### src/rtl/md_pkg.sv
// Shared types and constants for the HI/LO multiply/divide sequencer.
package md_pkg;

  localparam int unsigned MD_XLEN  = 32;
  localparam int unsigned MD_CNT_W = $clog2(MD_XLEN);

  typedef enum logic [1:0] {
    MD_MULT  = 2'b00,
    MD_MULTU = 2'b01,
    MD_DIV   = 2'b10,
    MD_DIVU  = 2'b11
  } md_op_e;

  typedef enum logic [1:0] {
    IDLE = 2'd0,
    CALC = 2'd1,
    FIX  = 2'd2
  } md_state_e;

  // Divide ops have the upper encoding bit set
  function automatic logic md_is_div(input md_op_e op);
    return op[1];
  endfunction

  // Signed ops have the lower encoding bit clear
  function automatic logic md_is_signed(input md_op_e op);
    return ~op[0];
  endfunction

endpackage

### src/rtl/md_step_unit.sv
// One iteration of unsigned shift-add multiply or restoring divide.
// Multiply accumulator layout: {partial product high, remaining multiplier bits}.
// Divide accumulator layout:   {partial remainder, dividend bits / quotient bits}.
module md_step_unit
  import md_pkg::*;
#(
  parameter int unsigned XLEN = MD_XLEN
) (
  input  logic              i_is_div,
  input  logic [2*XLEN-1:0] i_acc,
  input  logic [XLEN-1:0]   i_opnd,
  output logic [2*XLEN-1:0] o_acc_c
);

  logic [XLEN:0] w_sum;
  logic [XLEN:0] w_rem_sh;
  logic [XLEN:0] w_diff;

  // Single step: add-then-shift-right for multiply, shift-then-trial-subtract for divide
  always_comb begin
    w_sum    = {1'b0, i_acc[2*XLEN-1:XLEN]} + (i_acc[0] ? {1'b0, i_opnd} : {(XLEN+1){1'b0}});
    w_rem_sh = i_acc[2*XLEN-1:XLEN-1];
    w_diff   = w_rem_sh - {1'b0, i_opnd};
    if (i_is_div) begin
      if (w_diff[XLEN]) begin
        o_acc_c = {i_acc[2*XLEN-2:0], 1'b0};
      end else begin
        o_acc_c = {w_diff[XLEN-1:0], i_acc[XLEN-2:0], 1'b1};
      end
    end else begin
      o_acc_c = {w_sum, i_acc[XLEN-1:1]};
    end
  end

endmodule

### src/rtl/md_hilo_sequencer.sv
// Multi-cycle multiply/divide controller owning the HI/LO register pair.
// Optional MD_HILO_BYPASS_EN: forwards mthi/mtlo data and the FIX-cycle result
// onto hi/lo combinationally, and lets mfhi/mflo proceed during FIX.
module md_hilo_sequencer
  import md_pkg::*;
#(
  parameter int unsigned XLEN = MD_XLEN
) (
  input  logic            clock,
  input  logic            reset,
  input  logic            md_start,
  input  logic [1:0]      md_op,
  input  logic [XLEN-1:0] operand_a,
  input  logic [XLEN-1:0] operand_b,
  input  logic            mthi,
  input  logic            mtlo,
  input  logic            mfhi,
  input  logic            mflo,
  input  logic [XLEN-1:0] wdata,
  output logic [XLEN-1:0] hi,
  output logic [XLEN-1:0] lo,
  output logic            md_busy,
  output logic            md_done,
  output logic            stall
);

  localparam int unsigned CNT_W = (XLEN > 1) ? $clog2(XLEN) : 1;

  md_state_e         r_state, w_state_nxt;
  md_op_e            r_op, w_op_nxt;
  logic [CNT_W-1:0]  r_cnt, w_cnt_nxt;
  logic [2*XLEN-1:0] r_acc, w_acc_nxt;
  logic [XLEN-1:0]   r_opnd, w_opnd_nxt;
  logic              r_neg_q, w_neg_q_nxt;
  logic              r_neg_r, w_neg_r_nxt;
  logic [XLEN-1:0]   r_hi, w_hi_nxt;
  logic [XLEN-1:0]   r_lo, w_lo_nxt;
  logic              r_busy, w_busy_nxt;
  logic              r_done, w_done_nxt;

  md_op_e            w_in_op;
  logic              w_in_div;
  logic              w_a_neg, w_b_neg;
  logic [XLEN-1:0]   w_a_mag, w_b_mag;
  logic [2*XLEN-1:0] w_step_acc;
  logic [2*XLEN-1:0] w_prod;
  logic [XLEN-1:0]   w_quo, w_rem;
  logic [XLEN-1:0]   w_res_hi, w_res_lo;

  md_step_unit #(.XLEN(XLEN)) u_step (
    .i_is_div (md_is_div(r_op)),
    .i_acc    (r_acc),
    .i_opnd   (r_opnd),
    .o_acc_c  (w_step_acc)
  );

  // Operand magnitudes and sign flags for the op being issued
  always_comb begin
    w_in_op  = md_op_e'(md_op);
    w_in_div = md_is_div(w_in_op);
    w_a_neg  = md_is_signed(w_in_op) & operand_a[XLEN-1];
    w_b_neg  = md_is_signed(w_in_op) & operand_b[XLEN-1];
    w_a_mag  = w_a_neg ? (~operand_a + XLEN'(1)) : operand_a;
    w_b_mag  = w_b_neg ? (~operand_b + XLEN'(1)) : operand_b;
  end

  // Sign-corrected final result from the accumulator
  always_comb begin
    w_prod = r_neg_q ? (~r_acc + (2*XLEN)'(1)) : r_acc;
    w_quo  = r_neg_q ? (~r_acc[XLEN-1:0] + XLEN'(1)) : r_acc[XLEN-1:0];
    w_rem  = r_neg_r ? (~r_acc[2*XLEN-1:XLEN] + XLEN'(1)) : r_acc[2*XLEN-1:XLEN];
    if (md_is_div(r_op)) begin
      w_res_hi = w_rem;
      w_res_lo = w_quo;
    end else begin
      w_res_hi = w_prod[2*XLEN-1:XLEN];
      w_res_lo = w_prod[XLEN-1:0];
    end
  end

  // Next-state, datapath and registered-output logic
  always_comb begin
    w_state_nxt = r_state;
    w_op_nxt    = r_op;
    w_cnt_nxt   = r_cnt;
    w_acc_nxt   = r_acc;
    w_opnd_nxt  = r_opnd;
    w_neg_q_nxt = r_neg_q;
    w_neg_r_nxt = r_neg_r;
    w_hi_nxt    = r_hi;
    w_lo_nxt    = r_lo;
    w_done_nxt  = 1'b0;

    case (r_state)
      IDLE: begin
        if (mthi) w_hi_nxt = wdata;
        if (mtlo) w_lo_nxt = wdata;
        if (md_start) begin
          w_op_nxt  = w_in_op;
          w_cnt_nxt = '0;
          if (w_in_div && (operand_b == '0)) begin
            // Divide by zero skips iteration: hi=dividend, lo=all ones
            w_acc_nxt   = {operand_a, {XLEN{1'b1}}};
            w_neg_q_nxt = 1'b0;
            w_neg_r_nxt = 1'b0;
            w_state_nxt = FIX;
          end else begin
            w_neg_q_nxt = w_a_neg ^ w_b_neg;
            w_neg_r_nxt = w_a_neg;
            if (w_in_div) begin
              w_acc_nxt  = {{XLEN{1'b0}}, w_a_mag};
              w_opnd_nxt = w_b_mag;
            end else begin
              w_acc_nxt  = {{XLEN{1'b0}}, w_b_mag};
              w_opnd_nxt = w_a_mag;
            end
            w_state_nxt = CALC;
          end
        end
      end
      CALC: begin
        w_acc_nxt = w_step_acc;
        w_cnt_nxt = r_cnt + CNT_W'(1);
        if (r_cnt == CNT_W'(XLEN - 1)) w_state_nxt = FIX;
      end
      FIX: begin
        w_hi_nxt    = w_res_hi;
        w_lo_nxt    = w_res_lo;
        w_done_nxt  = 1'b1;
        w_state_nxt = IDLE;
      end
      default: w_state_nxt = IDLE;
    endcase

    w_busy_nxt = (w_state_nxt != IDLE);
  end

  // State and datapath registers
  always_ff @(posedge clock or negedge reset) begin
    if (!reset) begin
      r_state <= IDLE;
      r_op    <= MD_MULT;
      r_cnt   <= '0;
      r_acc   <= '0;
      r_opnd  <= '0;
      r_neg_q <= 1'b0;
      r_neg_r <= 1'b0;
      r_hi    <= '0;
      r_lo    <= '0;
      r_busy  <= 1'b0;
      r_done  <= 1'b0;
    end else begin
      r_state <= w_state_nxt;
      r_op    <= w_op_nxt;
      r_cnt   <= w_cnt_nxt;
      r_acc   <= w_acc_nxt;
      r_opnd  <= w_opnd_nxt;
      r_neg_q <= w_neg_q_nxt;
      r_neg_r <= w_neg_r_nxt;
      r_hi    <= w_hi_nxt;
      r_lo    <= w_lo_nxt;
      r_busy  <= w_busy_nxt;
      r_done  <= w_done_nxt;
    end
  end

  assign md_busy = r_busy;
  assign md_done = r_done;

`ifdef MD_HILO_BYPASS_EN
  // Forward pending writes and the completing result onto hi/lo
  always_comb begin
    hi = r_hi;
    lo = r_lo;
    if (r_state == IDLE) begin
      if (mthi) hi = wdata;
      if (mtlo) lo = wdata;
    end else if (r_state == FIX) begin
      hi = w_res_hi;
      lo = w_res_lo;
    end
  end

  assign stall = md_busy & ((~(r_state == FIX) & (mfhi | mflo)) | mthi | mtlo | md_start);
`else
  assign hi    = r_hi;
  assign lo    = r_lo;
  assign stall = md_busy & (mfhi | mflo | mthi | mtlo | md_start);
`endif

endmodule

### config.mk
export PLATFORM = sky130hd
export DESIGN_NAME = md_hilo_sequencer
export DESIGN_NICKNAME = d
export VERILOG_FILES = /design/src/rtl/md_pkg.sv /design/src/rtl/md_step_unit.sv /design/src/rtl/md_hilo_sequencer.sv
export SDC_FILE = /design/constraint.sdc
export NUM_CORES = 1
export LEC_CHECK = 0
export ABC_AREA = 1
export CELL_PAD_IN_SITES_DETAIL_PLACEMENT = 0
export CELL_PAD_IN_SITES_GLOBAL_PLACEMENT = 1
export CORE_MARGIN = 1.5
export CORE_UTILIZATION = 49
export DETAILED_ROUTE_END_ITERATION = 6
export DONT_BUFFER_PORTS = 1
export PLACE_DENSITY_LB_ADDON = 0.1
export SYNTH_ARGS = -nofsm -noshare
export SYNTH_HDL_FRONTEND = slang
export SYNTH_SLANG_ARGS = --single-unit
export TNS_END_PERCENT = 1
### constraint.sdc
create_clock -name clock -period 4.1 [get_ports clock]
set_input_delay 0.82 -clock clock [delete_from_list [all_inputs] [get_ports clock]]
set_output_delay 0.82 -clock clock [all_outputs]
set_load 0.1 [all_outputs]
* Yosys cells after proc, flatten, opt, wreduce, memory -nomap -nowiden *
Cells that the tools add are included.

storage, ports and cells
  register bits = 173
  input bits = 105
  output and inout bits = 67
  word-level logic and storage cells = 79

operators by class
  add/sub/neg operators = 8
  equal/unequal tests = 6
  muxes and demuxes = 28
  bitwise gates (word level) = 15
  reductions and logical operators = 11

operators with widths
  kind                                           count
  2-to-1 mux 32 bit                              11
  2-to-1 mux 64 bit                              5
  adder 32 x 1 -> 32 bit, second input constant  4
  inverter 32 bit                                4
  one-hot mux 32 bit (2 select lines)            2
  one-hot mux 64 bit (2 select lines)            1
  adder 64 x 1 -> 64 bit, second input constant  1
  inverter 64 bit                                1
  adder 32 x 33 -> 33 bit                        1
  subtractor 33 x 32 -> 33 bit                   1
  logical NOT 32 bit                             1
  one-hot mux 5 bit (2 select lines)             1
  AND reduction 2 bit                            4
  2-to-1 mux 2 bit                               3
  inequality test 2 bit, second input constant   3
  nonzero test 2 bit                             3
  adder 5 x 1 -> 5 bit, second input constant    1
  == test 5 bit, second input constant           1
  2-to-1 mux 5 bit                               1
  OR 1 bit                                       4
  one-hot mux 2 bit (2 select lines)             1
  AND 1 bit                                      3
  2-to-1 mux 1 bit                               3
  AND reduction 3 bit                            1
  other kinds (6)                                7

* Depth between registers and ports, before layout *
  depth in word-level cells = 7
  gate-level depth with buffers = 21
  depth with buffers taken out = 20

* Modules after synthesis *
From an unflattened synthesis, not the netlist that was laid out.

unflattened totals
  cell total of the unflattened synthesis = 3245
  area, all modules = 19070.8 um2

modules (own cells, without submodules)
  module             times used  cells each  area an instance (um2)  sequential area each (um2)
  md_hilo_sequencer  1           1937        12714.7                 4304.1
  md_step_unit       1           1308        6356.1                  0.0

* Worst setup path after synthesis *
No wires, ideal clock.

  path kind = reg-to-output
  start point = register r_busy, in the netlist md_busy
  end point = output stall
  arrival = 1728 ps
  slack = 1552 ps
  cell stages (with the launch flop) = 3
  cells stage by stage = dfrtp_1 o21ai_0 inv_1

between the ends
  longest elaborated chain between the ends = 1

ends and longest elaborated chain
  element                 RTL line                  RTL
  start, declared         md_hilo_sequencer.sv:38   logic r_busy, w_busy_nxt;
  start signal, assigned  md_hilo_sequencer.sv:162  r_busy <= w_busy_nxt;
  AND 1 bit               md_hilo_sequencer.sv:188  assign stall = md_busy & (mfhi | mflo | mthi | mtlo | md_start);
  end, declared           md_hilo_sequencer.sv:24   output logic stall

No other way between the ends.

* Worst setup path after layout *
  start point = register r_acc[32]
  end point = register r_acc[41]

between the ends
  longest elaborated chain between the ends = 4
  elaborated cells between the ends (all ways) = 5

ends and longest elaborated chain
  element                                  RTL line                  RTL
  start, declared                          md_hilo_sequencer.sv:32   logic [2*XLEN-1:0] r_acc, w_acc_nxt;
  start signal, assigned                   md_hilo_sequencer.sv:156  r_acc <= w_acc_nxt;
  subtractor 33 x 32 -> 33 bit             md_step_unit.sv:23        w_diff = w_rem_sh - {1'b0, i_opnd};
  2-to-1 mux 64 bit                        md_step_unit.sv:25        if (w_diff[XLEN]) begin
  2-to-1 mux 64 bit (*)                    md_step_unit.sv:24        if (i_is_div) begin
  one-hot mux 64 bit (2 select lines) (*)  md_hilo_sequencer.sv:94   case (r_state)

Mark *: on every way between the ends. The rest lies on a longest branch, timed or not.
A chain may end at the register's enable or synchronous reset.

==> impl_summary.txt <==
----------------------------------------------------
[Finish]
  Final net count ... 3437
  Post-route cell area ... 0.0199 mm^2
  Signed area change from the synthesized netlist to the final layout ... 5.24%
  Fin cells ... 3785
  Top library cells by usage in the layout, fill and taps aside ... 1041 x sky130_fd_sc_hd__nand2_1, 459 x sky130_fd_sc_hd__inv_1, 376 x sky130_fd_sc_hd__nor2_1
  Most common cell after layout, fill and taps aside ... sky130_fd_sc_hd__nand2_1
  Fraction of final layout cells sized beyond drive strength 1 ... 0.0428

[CTS]
  Deepest clock path buffer count ... 2
  Buffers inserted during post-CTS setup optimization ... 0
  # resized after CTS ... 0
  Hold bufs inserted after CTS ... 0
  Clock transition at path regs ... 0.09 ns
  Clk root buf ... sky130_fd_sc_hd__clkbuf_16
  CTS tree ... built
  H-tree level count ... 4
  Number of buffers created by CTS ... 17
  Skew-Pair Late Insertion Delay ... 0.49 ns
  Count of clock tree sinks ... between 150 and 200

[Critical path]
  Critical path data required time ... 4.45 ns
  Worst R2R Setup Slack ... 0.65 ns
  Crit path max-delay family ... simple AND/OR/NAND/NOR gates
  Critical path class ... register to register
  Depth of the worst register-to-register path ... 18
  Worst path arrival time ... ~3.8 ns
  Critical R2R Launch ... r_acc[32]
  Worst path cell trace ... inv_1 -> fa_1 -> inv_1 -> nand3_2 -> nand2_2 -> nand2_2 -> nand2_2 -> nand2_2 -> nand2_4 -> nand2_4 -> nand2_4 -> nand2_4 -> nand2_8 -> nand2_1 -> nand3_1 -> nand2_1 -> nand2_1 -> nand2_1
  CP max stage cell ... sky130_fd_sc_hd__dfrtp_1
  Kind of capture point of the worst setup path ... register
  End of the worst register-to-register path ... r_acc[41]
  Worst path max stage delay ... slightly above 0.5 ns
  Setup crit start kind ... register
  Highest fanout seen on the critical path ... 33
  Worst Path Buf+Inv ... 2

[Detailed routing]
  Via count ... 22600
  Drc violations ... 0
  Post-route ant nets ... 0
  Average vias per placed instance ... between 5 and 6
  Final routed wire length divided by cell count ... about 23 um
  Total detailed-routing wirelength ... 86900 um
  Drt first pass iters ... 6
  DRC violation total after the first TritonRoute iteration ... 2729

[Timing]
  Unrepaired setup endpoints after global routing ... false
  Fin Setup TNS ... 0 ns
  Fmax ... 290 MHz
  Period minus WS final ... 3.45 ns
  Number of setup violations in the final report ... 0
  Post-Route Skew ... approximately 0.027 ns
  Final Hold Viols ... 0
  Final number of max-transition violations ... 0
  Share of the clock period used by the worst path ... 0.842
  Worst slew slack as a fraction of its limit ... 0.228
  Minimum hold slack ... 0.0168 ns
  Worst-margin pin slew ... 1.16 ns

[Place]
  Total half-perimeter wirelength after legalization and detailed placement ... around 70000 um
  Count of buffers from port buffering ... 0
  Placement Cell Area ... 0.0193 mm^2
  Instance count after placement with tap cells included ... 3752
  Final GP Congestion ... approximately 1.1

[GRT]
  Total global routing overflow ... 0
  Maximum number of pins on one net before global-route repair ... 173
  Aggregate global-route resource usage ... 0.436
  Vias in the first global route ... 20500
  Wire length of the first global-routing pass ... around 130000 um
  Antenna violations before repair ... 3

[Flow run]
  Max-cap violations ... 0

[Die]
  Initial core utilization ... 0.500
  Placement Rows ... 71
  Die Outline Area ... between 0.03 and 0.04 mm^2
  Vertical die dimension ... 199 um
  Core Region ... 0.0378 mm^2
  X dimension of the die ... 199 um
  I/O pin total ... between 150 and 200

[Yosys]
  Cell count after synthesis ... between 3000 and 4000
  Post-synth design cell area ... 0.0189 mm^2
  Predominant post-synthesis flop cell ... sky130_fd_sc_hd__dfrtp_1
  Synth Register Bits ... 172
  Sequential fraction of the synthesis area ... 0.228
  Synthesized area per cell ... 5.68 um^2
  Yosys warnings ... 0
  Synthesized net count ... 3500
  Number of enable-type register cells in the synthesized netlist ... 0
  Count of cell types in the netlist ... 55
  Share of async-settable or async-resettable flops after synthesis ... 1.00

[Run status]
  Result of the run ... finished clean

[Hold path]
  Worst min-delay path category ... primary input to asynchronous set/reset pin

----------------------------------------------------
## synth_stat cells, drive strengths merged, types with 6 or more instances
cell type | count | area [um^2]
nor3 | 34 | 186
nand3 | 314 | 1600
a21oi | 269 | 1370
nand2 | 1063 | 4080
a31oi | 21 | 131
o22ai | 28 | 175
dfrtp | 172 | 4300
a22oi | 11 | 82.6
clkbuf | 67 | 253
inv | 474 | 1780
ha | 70 | 876
o21ai | 199 | 1010
nand4 | 46 | 303
xor2 | 55 | 482
nor2 | 389 | 1490
o211ai | 8 | 60.1
buf | 53 | 305
nor4 | 6 | 43.8
nand3b | 9 | 67.6
## cell families after synthesis
family	share of synthesized area
AOI/OAI and AO/OA	0.155
xor gates and xnor gates	0.0278
adders and majority gates	0.0485
buffers and inverters	0.124
DFF	0.228
and+or+nand+nor	0.416
## metal layers
layer | share of wire | global-route usage | wire (um)
met5 | 0.00032 | 0 | 28
met1 | 0.39 | 0.583 | 34300
met2 | 0.40 | 0.614 | 35200
met3 | 0.14 | 0.145 | 12300
met4 | 0.059 | 0.240 | 5120
## sequential cells by signal (all words and copies together), names as in the netlist
| name | cells |
|---|---|
| r_opnd | 32 |
| r_neg_q | 1 |
| r_neg_r | 1 |
| r_acc | 64 |
| r_op | 1 |
| hi | 32 |
| lo | 32 |
| md_done | 1 |
| r_cnt | 5 |
| r_state | 2 |
| md_busy | 1 |
## final cells by class
class / instances / area [um^2]
well taps: 511 / 639
multi-input cells: 2554 / 12200
diodes: 2 / 5.00
fillers: 4101 / 17900
inverters: 477 / 1790
clock inverters: 12 / 138
repair buffers: 38 / 285
flip-flops and latches: 172 / 4310
clock buffers: 19 / 453
## per-stage QoR
| step | util | worst slack (ns) |
|---|---|---|
| 6_report | 0.526 | 0.647 |
| 5_1_grt | 0.526 | 0.525 |
| 4_1_cts | 0.526 | 0.770 |
| 3_5_place_dp | 0.510 | 0.761 |
| 3_3_place_gp | 0.510 | 0.790 |
| 2_1_floorplan | - | 1.55 |
## worst max-delay path by stage
stage	cells after the start	to	startpoint	slack [ns]
6_report	18	r_acc[41]	r_acc[32]	0.65
3_3_place_gp	18	r_acc[43]	r_acc[32]	0.79
5_1_grt	18	r_acc[41]	r_acc[32]	0.52
3_5_place_dp	18	r_acc[43]	r_acc[32]	0.76
2_1_floorplan	2	stall	md_busy	1.55
4_1_cts	18	r_acc[43]	r_acc[32]	0.77
Power is left out: the tool's default activity adds up to more than one toggle a clock period on the data nets, which glitch-free logic cannot reach.
